### src/rtl/ball_motion.sv
// rtl/ball_motion.sv - ball position/velocity FSM (serve, move, reflect guard); BALL_SPEEDUP_EN enables paddle-hit speedup
module ball_motion #(
    parameter int SCREEN_X     = 640,
    parameter int SCREEN_Y     = 480,
    parameter int BALL_SIZE    = 8,
    parameter int SERVE_FRAMES = 60,
    parameter int SPEED_INIT   = 2,
    parameter int SPEED_MAX    = 6
) (
    input  logic       clock,
    input  logic       reset_n,
    input  logic       frame_tick,
    input  logic [1:0] bounce,
    output logic [9:0] ball_pos_x,
    output logic [9:0] ball_pos_y,
    output logic [7:0] ball_size_x,
    output logic [7:0] ball_size_y,
    output logic       serving
);
    localparam int X_MAX = SCREEN_X - BALL_SIZE;
    localparam int Y_MAX = SCREEN_Y - BALL_SIZE;
    localparam logic [9:0] X_C = 10'(X_MAX / 2);
    localparam logic [9:0] Y_C = 10'(Y_MAX / 2);
    localparam int CNT_W = (SERVE_FRAMES > 1) ? $clog2(SERVE_FRAMES) : 1;
    localparam logic [CNT_W-1:0] CNT_LAST = CNT_W'(SERVE_FRAMES - 1);
    localparam logic [2:0] SPD_INIT = 3'(SPEED_INIT);

    typedef enum logic [1:0] {S_SERVE, S_MOVE, S_GUARD} state_e;

    state_e           state_q, state_d;
    logic [9:0]       x_q, x_d, y_q, y_d;
    logic             dir_x_q, dir_x_d, dir_y_q, dir_y_d;
    logic             serve_dir_q, serve_dir_d;
    logic [2:0]       speed_q, speed_d;
    logic [CNT_W-1:0] cnt_q, cnt_d;
    logic             serving_q;
    logic             rst_sync_q;

    // Signed step with clamping so the ball never wraps past the playfield edges.
    function automatic logic [9:0] step(input logic [9:0] p, input logic dir,
                                        input logic [2:0] spd, input int lim);
        int n;
        n = dir ? int'(p) + int'(spd) : int'(p) - int'(spd);
        if (n < 0)
            return 10'd0;
        else if (n > lim)
            return 10'(lim);
        else
            return 10'(n);
    endfunction

    always_comb begin
        state_d     = state_q;
        x_d         = x_q;
        y_d         = y_q;
        dir_x_d     = dir_x_q;
        dir_y_d     = dir_y_q;
        serve_dir_d = serve_dir_q;
        speed_d     = speed_q;
        cnt_d       = cnt_q;
        if (rst_sync_q) begin
            if (state_q == S_SERVE) begin
                if (frame_tick) begin
                    if (cnt_q == CNT_LAST) begin
                        cnt_d   = '0;
                        state_d = S_MOVE;
                    end else begin
                        cnt_d = cnt_q + 1'b1;
                    end
                end
            end else if (bounce == 2'd3) begin
                x_d         = X_C;
                y_d         = Y_C;
                speed_d     = SPD_INIT;
                serve_dir_d = ~serve_dir_q;
                dir_x_d     = ~serve_dir_q;
                cnt_d       = '0;
                state_d     = S_SERVE;
            end else begin
                if (state_q == S_MOVE && bounce == 2'd1) begin
                    dir_x_d = ~dir_x_q;
`ifdef BALL_SPEEDUP_EN
                    speed_d = (int'(speed_q) >= SPEED_MAX) ? 3'(SPEED_MAX) : speed_q + 3'd1;
`endif
                    state_d = S_GUARD;
                end else if (state_q == S_MOVE && bounce == 2'd2) begin
                    dir_y_d = ~dir_y_q;
                    state_d = S_GUARD;
                end else if (state_q == S_GUARD && bounce == 2'd0) begin
                    state_d = S_MOVE;
                end
                // Motion uses the freshly reflected direction and speed.
                if (frame_tick) begin
                    x_d = step(x_q, dir_x_d, speed_d, X_MAX);
                    y_d = step(y_q, dir_y_d, speed_d, Y_MAX);
                end
            end
        end
    end

    always_ff @(posedge clock or negedge reset_n) begin
        if (!reset_n) begin
            state_q     <= S_SERVE;
            x_q         <= X_C;
            y_q         <= Y_C;
            dir_x_q     <= 1'b1;
            dir_y_q     <= 1'b1;
            serve_dir_q <= 1'b1;
            speed_q     <= SPD_INIT;
            cnt_q       <= '0;
            serving_q   <= 1'b1;
            rst_sync_q  <= 1'b0;
        end else begin
            state_q     <= state_d;
            x_q         <= x_d;
            y_q         <= y_d;
            dir_x_q     <= dir_x_d;
            dir_y_q     <= dir_y_d;
            serve_dir_q <= serve_dir_d;
            speed_q     <= speed_d;
            cnt_q       <= cnt_d;
            serving_q   <= (state_d == S_SERVE);
            rst_sync_q  <= 1'b1;
        end
    end

    assign ball_pos_x  = x_q;
    assign ball_pos_y  = y_q;
    assign ball_size_x = 8'(BALL_SIZE);
    assign ball_size_y = 8'(BALL_SIZE);
    assign serving     = serving_q;
endmodule

### config.mk
export PLATFORM = sky130hd
export DESIGN_NAME = ball_motion
export DESIGN_NICKNAME = d
export VERILOG_FILES = /design/src/rtl/ball_motion.sv
export SDC_FILE = /design/constraint.sdc
export NUM_CORES = 1
export LEC_CHECK = 0
export ABC_AREA = 1
export ABC_CLOCK_PERIOD_IN_PS = 2500
export CAP_MARGIN = 20
export CORE_AREA = 2 2 87 68
export DETAILED_ROUTE_END_ITERATION = 8
export DIE_AREA = 0 0 89 70
export DONT_BUFFER_PORTS = 1
export HOLD_SLACK_MARGIN = 0.03
export PLACE_DENSITY = 0.7
export SYNTH_ARGS = -nofsm -noshare
export SYNTH_HDL_FRONTEND = slang
export SYNTH_SLANG_ARGS = --single-unit
### constraint.sdc
create_clock -name clock -period 2.5 [get_ports clock]
set_input_delay 0 -clock clock [delete_from_list [all_inputs] [get_ports clock]]
set_output_delay 0 -clock clock [all_outputs]
set_load 0.005 [all_outputs]
---- Word-level counts from Yosys, hierarchy flattened ----
Cells that the tools add are included.
word-level totals
  bits in registers ....................... 33
  bits in latches ......................... 0
  memory bits (writable) .................. 0
  bits in read-only memories .............. 0
  bits of input ports ..................... 5
  word-level logic and storage cells ...... 75
  memories kept ........................... 0
operators by class
  add/subtract/negate cells ............... 5
  multiply operators ...................... 0
  divide/modulo/power cells ............... 0
  magnitude comparators ................... 4
  equal/unequal tests ..................... 7
  shift operators ......................... 0
  muxes and demuxes ....................... 32
  bitwise operators ....................... 5
  reduce and logical (&&, ||, !) cells .... 13
operator list
  kind                   count
  $mux 10                8
  $lt 32x1->1 const B    2
  $mux 32                2
  $gt 32x10->1 const B   1
  $gt 32x11->1 const B   1
  $mux 6                 4
  $add 10x2->11 const B  2
  $sub 10x2->11 const B  2
  $mux 2                 8
  $reduce_and 3->1       4
  $mux 1                 10
  $add 6x1->6 const B    1
  $eq 2x2->1 const B     3
  $eq 6x6->1 const B     1
  $logic_not 2->1        3
  $not 1->1              5
  $eq 2x1->1 const B     2
  $reduce_bool 2->1      2
  $logic_and 1x1->1      3
  $ne 2x2->1 const B     1
  $reduce_and 2->1       1

---- Longest topological paths before layout ----
Gate-level depths: netlist (run 1).
  word-level depth ........................ 13
  gate-level depth with buffers ........... 17

---- Worst setup path after synthesis (run 1) ----
Ideal clock, no wire load.
  kind .................................... register to register
  start ................................... register x_q[2] (netlist: ball_pos_x[2])
  end ..................................... register x_q[1] (netlist: ball_pos_x[1])
  library setup time ...................... 0.117 ns
  arrival time ............................ 1.768 ns
  path slack .............................. 0.615 ns
  cell stages (with the launch flop) ...... 12
  buffers on the path ..................... 0
  period minus slack after synthesis ...... 1.885 ns
  path through ............................ dfstp_2 -> ha_1 -> nand3_2 -> nor3_2 -> xor2_1 -> nand2_1 -> nand2_1 -> nor2_1 -> a21oi_1 -> nand2_2 -> nand3_1 -> nand2_1
between the ends
  word-level cells in the longest chain between the ends .. 7
  elaborated cells on any way between the ends .. 9
  classes of those cells .................. 2 x add/sub; 2 x order compare; 5 x mux
ends and longest elaborated chain
  element                                         line  source
  start: declaration                              31    logic [9:0] x_q, x_d, y_q, y_d;
  start signal: assignment                        104   x_q <= X_C;
  start signal: assignment                        115   x_q <= x_d;
  $sub 10x2->11 or $add 10x2->11 (tied branches)  43    n = dir ? int'(p) + int'(spd) : int'(p) - int'(spd);
  $mux 32 (*)                                     43
  $gt 32x11->1                                    46    else if (n > lim)
  $mux 10                                         46
  $mux 10 (*)                                     44    if (n < 0)
  $mux 10 (*)                                     93    if (frame_tick) begin
  $mux 10 (*)                                     71    end else if (bounce == 2'd3) begin
Every way passes the cells marked *; elsewhere a longest branch is shown, timed or not. The select of a mux whose other input is x is not followed.
A chain may end at the register's enable or synchronous reset.

---- Final worst setup path (run 1) ----
  start ................................... register x_q[1] (netlist: ball_pos_x[1])
  end ..................................... register x_q[4] (netlist: ball_pos_x[4])
Same word-level chain as after synthesis.

==> run metrics, run 1 <==
Comb pwr share=55.1%; Clk pwr share=14.5%; core box area=between 5000 and 6000 µm²; I/O pins=42; clock slew at reported path FFs=0.07 ns; Max Buffers Root-to-Sink=2; initial DRC count=241; DRC=0; setup_tns=0 ns; Critical-path top delay cell=dfrtp_1; Congestion Overflow GR=0; cell area after synthesis=~2700 µm²; CTS H-tree depth=2; Setup CP Type=flip-flop to flip-flop; RSZ-0062 raised after global routing=false; final critical-path share of the clock period=around nine tenths; postcts setup bufs=0; peak supply drop=545.2 µV; Die Y=about 70 µm; clock sinks=31; Synth cell types=35; clock skew after layout=around 0.0031 ns; row count=24; Reg power frac=30.4%; P_sw=around 1.8 mW; root buf cell=clkbuf_8; die area=6230 µm²; fmax=443.1 MHz; post-route cell area=2930 µm²; TritonCTS Buffers=5; Max Cap Viol=0; Worst path most repeated cell=nand2_1; crit-path cells=inv_2, ha_1, nand2_1, nor2_1, xor2_1, nand2_1, nand2_1, nor2_1, a21oi_1, nand2_2, nand2_1, nand2_1, nand2_1; final slew viol count=0; Final Wtd Congestion=slightly above 0.9; endpoints failing setup=0; Worst Path Arrival=between 2 and 2.5 ns; internal power=~1.7 mW; drt wl/cell=13.05 µm; HP Class=input pin to flip-flop; all-layer global routing usage=a little under a quarter; Top delay family on crit path=simple AND/OR/NAND/NOR gates; CP peak stage delay=0.50 ns; Final Util=about 53%; Seq cells post-synth=31; post-DP HPWL=5023 µm; IO buf count=0; antenna violations before repair=0; Inst Count DP=501; Post-Synthesis Cells=431; vias after detailed routing=2715; Sequential cell area=793.3 µm²; fin cells=515; total routed wirelength=6720 µm; footprint of the multi-input gates=1624 µm²; Sw Ratio=between 50% and 60%; status=finished clean; share of cells above drive strength 1=12.59%; CTS tree=done; crit end category=flip-flop; Worst Path Buf+Inv=1; Yosys Warn Count=0; syn_area_per_cell=6.369 µm²; Power Density=between 1000 and 1500 nW/µm²; Antenna diodes=0; minimum clock period=2.257 ns; Critical Path RT=2.73 ns; Worst setup SP type=flip-flop; Placement Cell Area=2743 µm²; Via density=5.272; DR pass1 iterations=5; fill count=590; register area share after synthesis=28.90%; Worst-Skew Late Latency=approximately 0.28 ns; Die W=89 µm; vias in the first global route=roughly 2.4k; Final #Nets=446; pin count of the biggest net entering global routing=32; CP max FO=9; Leakage=around 1.5 nW; P&R area growth vs syn=6.746%; first-pass GRT wire length=11230 µm; Final Hold Vio Count=0; Starting Density=49.68%; Detail Route Antenna Nets=0
## cell families (layout without fill, tap and decap cells)
family	after synthesis	after routing	synth area share (%)
AO/OA/AOI/OAI	46	46	9.617
adder cells (fa/ha/maj)	5	5	2.279
other	2	19	0.2736
buffers and inverters	83	72	14.27
flip-flops	31	31	28.90
AND/OR/NAND/NOR	251	251	40.52
XOR/XNOR	13	13	4.148
## what timing repair did
action                                  in CTS  in global routing
resized for setup                            0                  0
hold buffers                                 6                  0
endpoints found under the setup margin       0                  0
hold endpoints to repair                    36                  0
## metrics by stage
step | power [mW] | worst slack, ns | hold WS (ns)
detailed placement | 2.992 | 0.3161 | -0.2944
CTS | 3.549 | 0.2963 | 0.03155
finish | 3.572 | 0.2430 | 0.04519
global route | 3.906 | 0.06485 | 0.09402
floorplan | 2.575 | 0.6147 | -0.2956
global placement | 2.960 | 0.3391 | -0.2945
## layout by cell type (no fill, tap or decap), drive strengths merged
master,synthesis,layout
a31oi,3,3
nor3,4,4
a21boi,6,6
a21oi,9,9
dfstp,14,14
nor3b,2,2
nand2,154,154
conb,2,19
clkinv,0,1
o21ai,22,22
buf,24,3
dlygate4sd3,0,5
dfrtp,17,17
xor2,10,10
o22ai,2,2
nand3,33,33
xnor2,3,3
a22oi,1,1
o221ai,1,1
nand4,13,13
clkbuf,3,6
a41oi,1,1
o21bai,1,1
bufinv,0,1
inv,56,56
nor2,45,45
ha,5,5
## cell usage after synthesis, drive strengths merged
library cell / count / area share [%]
a22oi: 1 / 0.27
o21ai: 22 / 4.0
nor2: 45 / 7.3
o22ai: 2 / 0.46
nor3: 4 / 0.91
o21bai: 1 / 0.27
buf: 24 / 6.1
o221ai: 1 / 0.32
xnor2: 3 / 0.96
nand3: 33 / 6.4
a21oi: 9 / 1.6
nand2: 154 / 22
conb: 2 / 0.27
a21boi: 6 / 1.6
nor3b: 2 / 0.55
inv: 56 / 7.7
nand4: 13 / 3.2
dfrtp: 17 / 15
dfstp: 14 / 13
xor2: 10 / 3.2
a31oi: 3 / 0.68
clkbuf: 3 / 0.41
a41oi: 1 / 0.32
ha: 5 / 2.3
## final cells by class
cell class,instances,share of cell area (%)
Timing Repair Buffer,8,2.904
Inverter,56,7.259
Clock buffer,6,2.818
Tap cell,78,3.330
Clock inverter,2,1.196
Multi-Input combinational cell,334,55.42
Sequential cell,31,27.07
## metal layers
layer  GRT usage [%]  wire length, µm
met1           33.80             3228
met2           33.67             2896
met3           5.201              534
met4           4.312               61
met5               0                0
## path summary, 6_finish.rpt
check	start	end	slack, ns	cells past startpoint
worst max register to register	ball_pos_x[1]	ball_pos_x[4]	0.24	13
max in group asynchronous	reset_n	ball_pos_x[2]	2.08	2
worst max-delay path	ball_pos_x[1]	ball_pos_x[4]	0.24	13
worst min register to register	dir_y_q	dir_y_q	0.52	2
min in group asynchronous	reset_n	ball_pos_x[1]	0.18	2
worst min-delay path	bounce[1]	state_q[0]	0.05	3
## worst min-delay path: stages
cell and delay, ns:
nor2_1 0.03, o221ai_1 0.15, o22ai_1 0.09
## flip-flops by register name, indices dropped and copies added (netlist names)
name and count:
ball_pos_x 9, ball_pos_y 9, cnt_q 6, state_q 2, dir_x_q 1, dir_y_q 1
rst_sync_q 1, serve_dir_q 1, serving 1
## power groups by stage
stage               clock, mW  combinational, mW  sequential (mW)
floorplan                   0               1.65            0.923
global placement            0               1.88             1.08
detailed placement          0               1.90             1.09
CTS                     0.530               1.94             1.08
global route            0.558               2.23             1.12
finish                  0.519               1.97             1.08
Power figures use the tool's default switching activity.
==> run 2, diff against run 1 <==
==> config.mk (replaced) <==
export PLATFORM = sky130hd
export DESIGN_NAME = ball_motion
export DESIGN_NICKNAME = d
export VERILOG_FILES = /design/src/rtl/ball_motion.sv
export SDC_FILE = /design/constraint.sdc
export NUM_CORES = 1
export LEC_CHECK = 0
export ABC_CLOCK_PERIOD_IN_PS = 2500
export CORE_AREA = 2 2 83 65
export DETAILED_ROUTE_END_ITERATION = 8
export DIE_AREA = 0 0 85 67
export DONT_BUFFER_PORTS = 1
export HOLD_SLACK_MARGIN = 0.03
export PLACE_DENSITY = 0.71
export SKIP_CTS_REPAIR_TIMING = 1
export SYNTH_ARGS = -nofsm -noshare
export SYNTH_HDL_FRONTEND = slang
export SYNTH_SLANG_ARGS = --single-unit
==> run 2 against run 1 <==
  * The run now ends with hold timing, setup timing left
  * Synthesized cell count decreased by 35%
  * First-iteration DRC count shrank 44%
  * Non-clock buffer count rose by 20
  * Design area down 0.77%
  * Clock-buffer cell count up 1
  * Core utilization is 7.3 points higher
  * Clock skew increased by 0.0061 ns
  * Setup slack got worse by 0.33 ns
  * Register-to-register slack got worse by 0.33 ns
  * Global-route usage down 2.9 points
  * Clock power shrank 23%
  * Cell count is 29% lower
  * Critical path type unchanged
  * Critical endpoint is now ball_pos_x[3]
  * Highest routed layer unchanged
==> run metrics, run 2 <==
status=finished with violations (was finished clean); failing checks=hold timing, setup timing; clock skew after layout=0.009229 ns (was 0.003125 ns); clock slew at reported path FFs=0.07 ns (about the same); CP max FO=5 (was 9); Tot Pwr=2.936 mW (was 3.572 mW); endpoints failing setup=4 (was 0); post-DP HPWL=3817 µm (was 5023 µm); RSZ-0062 raised after global routing=true (was false); DR pass1 iterations=4 (was 5); Die Y=67 µm (was 70 µm); crit end category=flip-flop (unchanged); most common cell after layout, fill and taps aside=nand2_1 (unchanged); syn_area_per_cell=8.946 µm² (was 6.369 µm²); Via density=5.644 (was 5.272); Top delay family on crit path=simple AND/OR/NAND/NOR gates (unchanged); top-count cell post-synth=nand2_1 (unchanged); row count=22 (was 24); Worst Path Buf+Inv=1 (unchanged); CTS H-tree depth=2 (unchanged); synth top area cells=dfrtp_1 17%, dfstp_2 15%, buf_4 5.4% (was nand2_1 20%, dfrtp_1 15%, dfstp_2 13%); antenna violations before repair=0 (unchanged); Max Cap Viol=0 (unchanged); setup_tns=-0.2005 ns (was 0 ns); minimum clock period=2.586 ns (was 2.257 ns); Antenna diodes=0 (unchanged); Max Buffers Root-to-Sink=2 (unchanged); Slew headroom=65.46%; vias in the first global route=1890 (was 2367); I/O pins=42 (unchanged); drt wl/cell=14.74 µm (was 13.05 µm); Synth cell types=69 (was 35); Final Util=60.36% (was 53.03%); top_reg_cell synth=dfrtp_1 (unchanged); Post-synth EDFFs=0 (unchanged); Die W=85 µm (was 89 µm); top cells by count, synth=33 x nand2_1, 18 x buf_4, 17 x dfrtp_1, 17 x o21ai_0 (was 146 x nand2_1, 47 x inv_1, 36 x nor2_1); fmax=386.8 MHz (was 443.1 MHz); CP peak stage delay=0.43 ns (was 0.50 ns); Inst Count DP=344 (was 501); first-pass GRT wire length=8990 µm (was 11230 µm); HP Class=input pin to flip-flop (unchanged); P&R area growth vs syn=16.08% (was 6.746%); Post-synth ARST share=100.0% (unchanged); pin count of the biggest net entering global routing=32 (unchanged); initial DRC count=135 (was 241); Detail Route Antenna Nets=0 (unchanged); largest area contributor in the netlist=dfrtp_1 (was nand2_1); cell area after synthesis=2505 µm² (was 2745 µm²); Setup CP Type=flip-flop to flip-flop (unchanged); post-synth top area share=16.98% (was 19.96%); final setup margin=-0.08561 ns (was 0.2430 ns); footprint of the multi-input gates=1657 µm² (was 1624 µm²); IO buf count=0 (unchanged); Final #Nets=314 (was 446); Worst-Skew Late Latency=0.28 ns (about the same); Post-Synthesis Cells=280 (was 431); TritonCTS Buffers=5 (unchanged); Worst path most repeated cell=or3_4 (was nand2_1); Starting Density=52.00% (was 49.68%); Critical-path top delay cell=or4_4 (was dfrtp_1); Sequential cell area=793.3 µm² (unchanged); die area=5695 µm² (was 6230 µm²); all-layer global routing usage=19.81% (was 22.67%); CTS tree=done (unchanged); DRC=0 (unchanged); most frequent cells in the layout=32 x nand2_1, 21 x buf_4, 19 x conb_1 (was 146 x nand2_1, 47 x inv_1, 36 x nor2_1); Critical Path RT=2.72 ns (was 2.73 ns); root buf cell=clkbuf_8 (unchanged); peak supply drop=534.0 µV (was 545.2 µV); crit-path cells=or3_4, or3_4, or4_4, nor2b_4, xnor2_4, o31ai_4, buf_4, nand2_2, a21o_1 (was inv_2, ha_1, nand2_1, nor2_1, xor2_1, nand2_1, nand2_1, nor2_1, a21oi_1, nand2_2, nand2_1, nand2_1, nand2_1); fill count=437 (was 590); fin cells=365 (was 515); vias after detailed routing=2060 (was 2715); share of cells above drive strength 1=27.87% (was 12.59%); Power Density=1010 nW/µm² (was 1219 nW/µm²); hold_ws=-0.009007 ns (was 0.04519 ns); Worst Path Arrival=2.80 ns (was 2.48 ns); Worst-Margin Slew=about 0.51 ns; Seq cells post-synth=31 (unchanged); total routed wirelength=5381 µm (was 6720 µm); core box area=4817 µm² (was 5525 µm²); clock sinks=31 (unchanged); Leakage=1.181 nW (was 1.506 nW); Congestion Overflow GR=0 (unchanged); register area share after synthesis=31.67% (was 28.90%); Yosys Warn Count=0 (unchanged); Final Hold Vio Count=1 (was 0); Final Wtd Congestion=0.8836 (was 0.9327); Worst setup SP type=flip-flop (unchanged); final critical-path share of the clock period=103.4% (was 90.28%); final slew viol count=0 (unchanged)
-- run 2: worst paths after layout --
path / to / cells past startpoint / slack [ns] / from
min in group asynchronous: cnt_q[0] / 2 / 0.16 / reset_n
worst min register to register: serve_dir_q / 1 / 0.49 / serve_dir_q
worst max register to register: ball_pos_x[3] / 9 / -0.09 / ball_pos_x[3]
worst max-delay path: ball_pos_x[3] / 9 / -0.09 / ball_pos_x[3]
worst min-delay path: serve_dir_q / 2 / -0.009 / bounce[1]
max in group asynchronous: dir_x_q / 2 / 2.09 / reset_n
-- run 2: final cells by class --
type	count	area share (%)
Multi-Input combinational cell	229	56.97
Clock buffer	7	2.969
Inverter	9	1.162
Clock inverter	1	0.1721
Timing Repair Buffer	28	8.864
Tap cell	60	2.582
Sequential cell	31	27.28
-- run 2: cells by family (layout without fill, tap and decap cells) --
| kind of cell | Yosys count | in the layout | synth area share, % |
|---|---|---|---|
| AND/OR/NAND/NOR | 114 | 114 | 25.62 |
| AO/OA/AOI/OAI | 64 | 64 | 17.08 |
| buffers and inverters | 37 | 45 | 9.240 |
| flip-flops | 31 | 31 | 31.67 |
| XOR/XNOR | 18 | 18 | 9.591 |
| multiplexers | 9 | 9 | 3.996 |
| adder cells (fa/ha/maj) | 5 | 5 | 2.498 |
| other | 2 | 19 | 0.2998 |
-- run 2: per-stage QoR --
| stage | setup slack [ns] | hold slack, ns | instance area (µm²) |
|---|---|---|---|
| after floorplan | 0.03182 | -0.2956 | 2569 |
| after global routing | -0.1417 | 0.03079 | 2908 |
| after CTS | -0.03954 | -0.6018 | 2675 |
| after global placement | 0.02738 | -0.2949 | 2584 |
| final | -0.08561 | -0.009007 | 2908 |
| after detailed placement | -0.02538 | -0.2949 | 2584 |
-- run 2: per-layer routing --
metal	wire length, µm	up-vias	global-route usage, %	part of all wire (%)
li1	-	1027	-	-
met1	2621	972	28.40	49
met2	2394	55	30.37	44
met3	317	6	4.213	5.9
met4	47	0	5.159	0.87
met5	0	-	0	0
-- run 2: power breakdown --
group          leakage (nW)  switching [mW]  internal, mW  total (mW)
Combinational         0.764           0.709         0.739        1.45
Sequential            0.369           0.333         0.753        1.09
Clock                0.0482           0.180         0.222       0.402
Total                  1.18            1.22          1.71        2.94
-- run 2: worst reg2reg max path, delay by kind of cell (launching register included) --
kind                   cells  cell delay [ns]
AO/OA/AOI/OAI              2             0.45
XOR/XNOR                   1             0.13
buffers and inverters      1             0.20
flip-flops                 1             0.38
AND/OR/NAND/NOR            5             1.36
